**src/rtl/uart_pkg.sv**
```systemverilog
// Shared UART framing definitions: frame states, data width, idle level and
// the parity function used by both the transmit and receive paths.
package uart_pkg;

  localparam int unsigned UART_DATA_BITS  = 8;
  localparam logic        UART_IDLE_LEVEL = 1'b1;

  typedef enum logic [2:0] {
    IDLE,
    START,
    DATA,
    PARITY,
    STOP
  } uart_state_t;

  // Even parity is the XOR of the data bits; odd parity is its inverse.
  function automatic logic uart_parity(input logic [UART_DATA_BITS-1:0] data,
                                       input logic                      even);
    return even ? (^data) : ~(^data);
  endfunction

endpackage

```
**src/rtl/uart_baud_counter.sv**
```systemverilog
// Bit-period counter: counts 0..divisor-1 while enabled and pulses bit_end on
// the last cycle of each bit. Held at zero while clear is high.
module uart_baud_counter #(
  parameter int unsigned WIDTH = 16
) (
  input  logic             clk,
  input  logic             rst,
  input  logic             clear,
  input  logic [WIDTH-1:0] divisor,
  output logic             bit_end
);

  logic [WIDTH-1:0] count;
  logic             last;

  assign last    = (count == divisor - WIDTH'(1));
  assign bit_end = !clear && last;

  always_ff @(posedge clk) begin
    if (rst || clear) begin
      count <= '0;
    end else if (last) begin
      count <= '0;
    end else begin
      count <= count + WIDTH'(1);
    end
  end

endmodule

```
**src/rtl/uart_tx.sv**
```systemverilog
// UART transmit engine: start bit, 8 data bits LSB first, optional parity
// (compiled in with UART_TX_PARITY_EN) and 1 or 2 stop bits.
module uart_tx
  import uart_pkg::*;
#(
  parameter int unsigned CLOCK_DIVIDER_WIDTH = 16
) (
  input  logic                           clock_i,
  input  logic                           reset_i,
  input  logic [CLOCK_DIVIDER_WIDTH-1:0] clock_divider_i,
  input  logic                           write_i,
  input  logic [UART_DATA_BITS-1:0]      data_i,
  input  logic                           two_stop_bits_i,
  input  logic                           parity_bit_i,
  input  logic                           parity_even_i,
  output logic                           serial_o,
  output logic                           write_busy_o
);

  uart_state_t                    state;
  uart_state_t                    state_next;
  logic [2:0]                     bit_idx;
  logic [2:0]                     bit_idx_next;
  logic                           stop_second;
  logic                           stop_second_next;
  logic                           line;
  logic                           line_next;
  logic [UART_DATA_BITS-1:0]      data_q;
  logic [CLOCK_DIVIDER_WIDTH-1:0] div_q;
  logic                           two_stop_q;
  logic                           accept;
  logic                           bit_end;
  logic                           parity_on;

  assign accept       = (state == IDLE) && write_i;
  assign serial_o     = line;
  assign write_busy_o = (state != IDLE);

`ifdef UART_TX_PARITY_EN
  logic par_en_q;
  logic par_even_q;

  assign parity_on = par_en_q;

  always_ff @(posedge clock_i) begin
    if (reset_i) begin
      par_en_q   <= 1'b0;
      par_even_q <= 1'b0;
    end else if (accept) begin
      par_en_q   <= parity_bit_i;
      par_even_q <= parity_even_i;
    end
  end
`else
  logic unused_parity;

  assign parity_on     = 1'b0;
  assign unused_parity = parity_bit_i ^ parity_even_i;
`endif

  uart_baud_counter #(
    .WIDTH(CLOCK_DIVIDER_WIDTH)
  ) u_baud (
    .clk     (clock_i),
    .rst     (reset_i),
    .clear   (state == IDLE),
    .divisor (div_q),
    .bit_end (bit_end)
  );

  always_ff @(posedge clock_i) begin
    if (reset_i) begin
      state       <= IDLE;
      bit_idx     <= '0;
      stop_second <= 1'b0;
      line        <= UART_IDLE_LEVEL;
      data_q      <= '0;
      div_q       <= '0;
      two_stop_q  <= 1'b0;
    end else begin
      state       <= state_next;
      bit_idx     <= bit_idx_next;
      stop_second <= stop_second_next;
      line        <= line_next;
      if (accept) begin
        data_q     <= data_i;
        div_q      <= (clock_divider_i == '0) ? CLOCK_DIVIDER_WIDTH'(1) : clock_divider_i;
        two_stop_q <= two_stop_bits_i;
      end
    end
  end

  always_comb begin
    state_next       = state;
    bit_idx_next     = bit_idx;
    stop_second_next = stop_second;
    case (state)
      IDLE: begin
        bit_idx_next     = '0;
        stop_second_next = 1'b0;
        if (write_i) begin
          state_next = START;
        end
      end
      START: begin
        if (bit_end) begin
          state_next = DATA;
        end
      end
      DATA: begin
        if (bit_end) begin
          if (bit_idx == 3'(UART_DATA_BITS - 1)) begin
            bit_idx_next = '0;
            state_next   = parity_on ? PARITY : STOP;
          end else begin
            bit_idx_next = bit_idx + 3'd1;
          end
        end
      end
`ifdef UART_TX_PARITY_EN
      PARITY: begin
        if (bit_end) begin
          state_next = STOP;
        end
      end
`endif
      STOP: begin
        if (bit_end) begin
          if (two_stop_q && !stop_second) begin
            stop_second_next = 1'b1;
          end else begin
            stop_second_next = 1'b0;
            state_next       = IDLE;
          end
        end
      end
      default: state_next = IDLE;
    endcase
  end

  // Line level is decoded from the next state so serial_o can be a flop
  // while still changing on the same cycle as the state.
  always_comb begin
    line_next = UART_IDLE_LEVEL;
    case (state_next)
      START:   line_next = ~UART_IDLE_LEVEL;
      DATA:    line_next = data_q[bit_idx_next];
`ifdef UART_TX_PARITY_EN
      PARITY:  line_next = uart_parity(data_q, par_even_q);
`endif
      default: line_next = UART_IDLE_LEVEL;
    endcase
  end

endmodule

```
**config.mk**
```make
export PLATFORM = sky130hd
export DESIGN_NAME = uart_tx
export DESIGN_NICKNAME = d
export VERILOG_FILES = /design/src/rtl/uart_pkg.sv /design/src/rtl/uart_baud_counter.sv /design/src/rtl/uart_tx.sv
export SDC_FILE = /design/constraint.sdc
export NUM_CORES = 1
export LEC_CHECK = 0
export ABC_AREA = 1
export BUFFER_PORTS_ARGS = -buffer_cell sky130_fd_sc_hd__buf_2
export CAP_MARGIN = 20
export CORE_MARGIN = 5
export CORE_UTILIZATION = 25
export DETAILED_ROUTE_END_ITERATION = 12
export GPL_TIMING_DRIVEN = 1
export SETUP_SLACK_MARGIN = 0.02
export SKIP_CTS_REPAIR_TIMING = 1
export SYNTH_ARGS = -nofsm -noshare
export SYNTH_HDL_FRONTEND = slang
export SYNTH_SLANG_ARGS = --single-unit
```
**constraint.sdc**
```tcl
create_clock -name clock_i -period 4.95 [get_ports clock_i]
set_input_delay 0.99 -clock clock_i [delete_from_list [all_inputs] [get_ports clock_i]]
set_output_delay 0.99 -clock clock_i [all_outputs]
set_load 0.02 [all_outputs]
```
Word level (Yosys, flattened, before mapping)

Index checks and enable logic that the tools add are counted.

Bits in registers: 49
Input port bits: 30
Output and inout bits: 2
Word-level logic and storage cells: 49

$add $sub $neg: 3
Order comparisons: 1
Equality and inequality tests: 8
Mux-type cells: 17
Reduce and logical (&&, ||, !) cells: 12

Operators with widths:

| operator                                                                      | count |
|---|---|
| 3-bit 2-to-1 mux                                                              | 8 |
| 16-bit by 1-bit adder with 16-bit output (second input constant)              | 1 |
| 16-bit equality test                                                          | 1 |
| 16-bit zero test                                                              | 1 |
| 16-bit 2-to-1 mux                                                             | 1 |
| 16-bit by 1-bit subtractor with 16-bit output (second input constant)         | 1 |
| 3-bit case mux with 4 select lines                                            | 1 |
| 3-bit by 1-bit equality test with 1-bit output (second input constant)        | 2 |
| 3-bit by 2-bit equality test with 1-bit output (second input constant)        | 2 |
| 3-bit equality test (second input constant)                                   | 2 |
| 3-bit case mux with 2 select lines                                            | 1 |
| 3-bit by 4-bit less-than comparator with 1-bit output (second input constant) | 1 |
| 1-bit case mux with 2 select lines                                            | 2 |
| 3-bit by 1-bit adder with 3-bit output (second input constant)                | 1 |
| 1-bit binary-select mux with 3-bit select                                     | 1 |
| 1-bit logical AND                                                             | 3 |
| 3-bit zero test                                                               | 1 |
| 1-bit 2-to-1 mux                                                              | 3 |
| 3-bit nonzero test                                                            | 1 |
| 1-bit zero test                                                               | 2 |
| 2-bit inequality test (second input constant)                                 | 1 |
| 2-bit AND reduction                                                           | 1 |
| 2-bit nonzero test                                                            | 1 |
| 2-bit OR reduction                                                            | 1 |
| 1-bit logical OR                                                              | 1 |

Longest topological paths before layout

Depth in word-level cells: 8
Mapped depth: 20
Gate-level depth less buffers: 20

Cells and area by module

From an unflattened synthesis, not the netlist that was laid out.

Cell total of the unflattened synthesis: 432
Area total of the unflattened synthesis: 2995.4 µm²

Modules (own cells, without submodules):

| module            | times used | cells each | area each (µm²) |
|---|---|---|---|
| uart_baud_counter | 1          | 244        | 1580.3 |
| uart_tx           | 1          | 188        | 1415.1 |

Worst setup path after synthesis

No wires, ideal clock.

Kind: register -> register
From: register div_q[0]
To: register line (netlist: serial_o)
Arrival time: 2.069 ns
Path slack: 2.769 ns
Cell stages (with the launch flop): 19
Buffers on the path: 0
Clock period less this slack: 2.181 ns
Cells stage by stage: dfxtp_1 inv_1 ha_1 nand2_2 o21ai_2 nand2_1 nand2_1 nand2_1 or2_1 nor2_2 nand3_2 o21ai_2 inv_1 nand2_1 nand3_1 nand3b_1 nand3_1 nand2_1 nand2_1

Cells in the longest elaborated chain, start to end: 8

Ends and longest elaborated chain:

| item                                            | RTL line                | source |
|---|---|---|
| start, declared                                 | uart_tx.sv:29           | `logic [CLOCK_DIVIDER_WIDTH-1:0] div_q;` |
| start signal, assigned                          | uart_tx.sv:87           | `div_q <= (clock_divider_i == '0) ? CLOCK_DIVIDER_WIDTH'(1) : clock_divider_i;` |
| 16-bit by 1-bit subtractor with 16-bit output * | uart_baud_counter.sv:16 | `assign last = (count == divisor - WIDTH'(1));` |
| 16-bit equality test *                          | uart_baud_counter.sv:16 |  |
| 1-bit logical AND *                             | uart_baud_counter.sv:17 | `assign bit_end = !clear && last;` |
| 3-bit 2-to-1 mux                                | uart_tx.sv:111          | `if (bit_end) begin` |
| 3-bit case mux with 2 select lines              | uart_tx.sv:97           | `case (state)` |
| 1-bit binary-select mux with 3-bit select       | uart_tx.sv:147          | `DATA: line_next = data_q[bit_idx_next];` |
| 1-bit 2-to-1 mux (implied by the code)          | uart_tx.sv:147          |  |
| 1-bit case mux with 2 select lines *            | uart_tx.sv:145          | `case (state_next)` |
| end signal, assigned                            | uart_tx.sv:84           | `line <= line_next;` |
| end, declared                                   | uart_tx.sv:26           | `logic line;` |

Every way passes the cells marked *; elsewhere a longest branch is shown, timed or not. The select of a mux whose other input is x is not followed.
A chain may end at the register's enable or synchronous reset.

Final worst setup path

From: register div_q[0]
To: register u_baud.count[14]

Cells in the longest elaborated chain, start to end: 3

Ends and longest elaborated chain:

| item                                          | RTL line                | source |
|---|---|---|
| 16-bit by 1-bit subtractor with 16-bit output | uart_baud_counter.sv:16 |  |
| 16-bit equality test                          | uart_baud_counter.sv:16 |  |
| 2-bit OR reduction (no line)                  | n/a                     |  |
| end signal, assigned                          | uart_baud_counter.sv:25 | `count <= count + WIDTH'(1);` |
| end, declared                                 | uart_baud_counter.sv:13 | `logic [WIDTH-1:0] count;` |

No other way between the ends.

==> impl_metrics.ini <==
[critical_path]
cpMaxStageDelayCell = nand3_1
crit_chain = inv_1 > ha_1 > or2_1 > nand3_1 > nand2_1 > nor2_1 > nand2_1 > nor2_1 > nand2_1 > nor2_2 > nand3_2 > nand3_1 > nor2_1
cp_max_fo = 16
crit_type = flip-flop to flip-flop
ff2ff_setup_slack_ns = 2.41
crit_required_ns = 5.09
worst_path_dominant_cell_family = simple AND/OR/NAND/NOR gates
arrival_ns = 2.68
crit_path_start_kind = flip-flop
slowest_delay_ns = 0.56
crit_path_end_kind = flip-flop
cp.buffers_inverters = 1

[sta]
worst_pin_slew_ns = 0.776
finalHoldViolCount = 0
fin_skew_ns = 0.00611
fin_setup_tns_ns = 0
rsz0062_at_grt = false
drv_slew = 0
final.min_clock_period_ns = 2.54
relSlewSlack_pct = 47.8
finalSetupViolations = 0
period_share_pct = 51.3
max_freq_mhz = 394

[floorplanning]
die-area_um2 = 13700
io_pins = 32
die_w_um = 117
initial_core_util_pct = 25.3
fp.dieH_um = 117
core_area_um2 = 11300
rows = 39

[power_and_ir_drop]
power.leakage_nw = 1.45
swShare_pct = 28.2
seq_power_share_pct = 42.0
p_clk_share_pct = 38.6
p_switching_uw = 288
power.internal_uw = 736
p_comb_share_pct = 19.3
finalPower_mw = 1.02
p_per_area_nw_per_um2 = 307
vdd_drop_max_mv = 0.140

[logic_synthesis]
synth.avg_cell_area_um2 = 6.59
ys.flop_type = dfxtp_1
ys_top_cells_by_area = dfxtp_1, nand2_1, nor2_1, inv_1, nand3_1
ys_ff_latch = 49
syn-cell-area_um2 = 2870
yosys_warnings = 0
synthCells = 435
synth-edff-count = 0
yosysTopAreaCellShare_pct = 34.2
async_flop_share_pct = 0
synthesis.nets = 469
synth_seq_area_share_pct = 34.2
synth_top_cell_by_area = dfxtp_1
synth_cell_types = 33

[routing]
ant_nets = 0
firstDrtPassIters = 4
vias_per_cell = 4.45
wl_per_cell_um = 10.8
drt-total-wl_um = 6560
drt_iter0_drc = 150
drc = 0
vias = 2692

[global_route]
grt_pass1_wl_um = 11300
grt_remaining_overflow = 0
antenna_found_initial = 0
grt_pass1_vias = 2500
grt_max_degree = 40
grt.total_usage_pct = 10.3

[finish]
layout_commonest_cell = nand2_1
fin_nets = 495
fill_cells = 1246
fin_util_pct = 29.4
area_delta_synth_final_pct = 16.2
antenna_cells = 0
seq_area_um2 = 981
multiInputGateArea_um2 = 1610
layout_common_cells = nand2_1, nor2_1, inv_1
drive_gt1_share_pct = 13.9

[clock_tree]
cts_sinks = 49
numCtsBuffers = 5
ctsRootBufferMaster = clkbuf_16
cts_tree = done
cts_buffer_depth = 2
htreeDepth = 2
clk_latency_ns = 0.28
path_clk_slew_ns = 0.07

[placement]
finalWeightedCongestion = 0.895
io_buffers = 29
dp_hpwl_um = 5180

[worst_hold_path]
hp-class = flip-flop to flip-flop

[flow_run]
maxCapViolCount = 0

[run_status]
status = finished clean
final timing paths:
kind,start,endpoint,cells past startpoint
setup / recovery,div_q[0],u_baud.count[14],13
hold / removal,data_q[6],data_q[6],2
setup reg to reg,div_q[0],u_baud.count[14],13
hold reg to reg,data_q[6],data_q[6],2
synthesized netlist by cell type (all sizes together), types with 5 or more instances:
library cell / instances
nand3: 33
or2: 6
nand4: 6
dfxtp: 49
xor2: 9
xnor2: 11
a21oi: 17
inv: 60
nor3b: 5
nor4: 5
a211oi: 12
nand3b: 6
nor2: 71
clkbuf: 7
nand2: 116
stage by stage:
stage	std cells	setup WS, ns	hold WS (ns)	area (um^2)
6_report	605	2.41	0.474	3330
5_1_grt	605	2.08	0.499	3330
4_1_cts	605	2.37	0.477	3330
3_5_place_dp	597	2.38	0.467	3160
3_3_place_gp	597	2.41	0.458	3160
2_1_floorplan	435	2.77	0.436	2870
registers in the layout, indices dropped and copies added, names as in the netlist:
signal        flops
bit_idx           3
data_q            8
div_q            16
serial_o          1
state             3
stop_second       1
two_stop_q        1
u_baud.count     16
cell families after synthesis:
logic type,share of synthesized area (%)
compound gates,8.47
xor+xnor,6.11
buf+inv,9.47
simple gates,40.0
flops,34.2
fa+ha+maj,1.75
layout make-up:
type	count	area share (%)
flip-flops and latches	49	29.4
clock buffers	6	4.17
multi-input cells	314	48.4
inverters	61	6.87
repair buffers	30	4.58
clock inverters	2	1.13
well taps	143	5.37
power by group through the flow:
stage / clock network [mW] / registers (mW) / logic (mW)
after floorplan: 0 / 0.435 / 0.152
after global placement: 0 / 0.439 / 0.195
after detailed placement: 0 / 0.439 / 0.197
after CTS: 0.411 / 0.430 / 0.198
after global routing: 0.427 / 0.433 / 0.230
final: 0.396 / 0.431 / 0.198
per-layer routing:
layer | wire, um | global-route usage [%] | up-vias
met3 | 296 | 2.16 | 2
met1 | 3440 | 14.8 | 1210
met4 | 17 | 2.91 | 0
li1 | - | - | 1430
met5 | 0 | 0 | -
met2 | 2810 | 15.4 | 50
worst register-to-register path: cells and delay by family (launching register included):
| family | cells | cell delay, ns |
|---|---|---|
| AND/OR/NAND/NOR | 11 | 1.69 |
| flip-flops | 1 | 0.34 |
| adder cells (fa/ha/maj) | 1 | 0.29 |
| buffers and inverters | 1 | 0.09 |
Power figures use the tool's default switching activity.
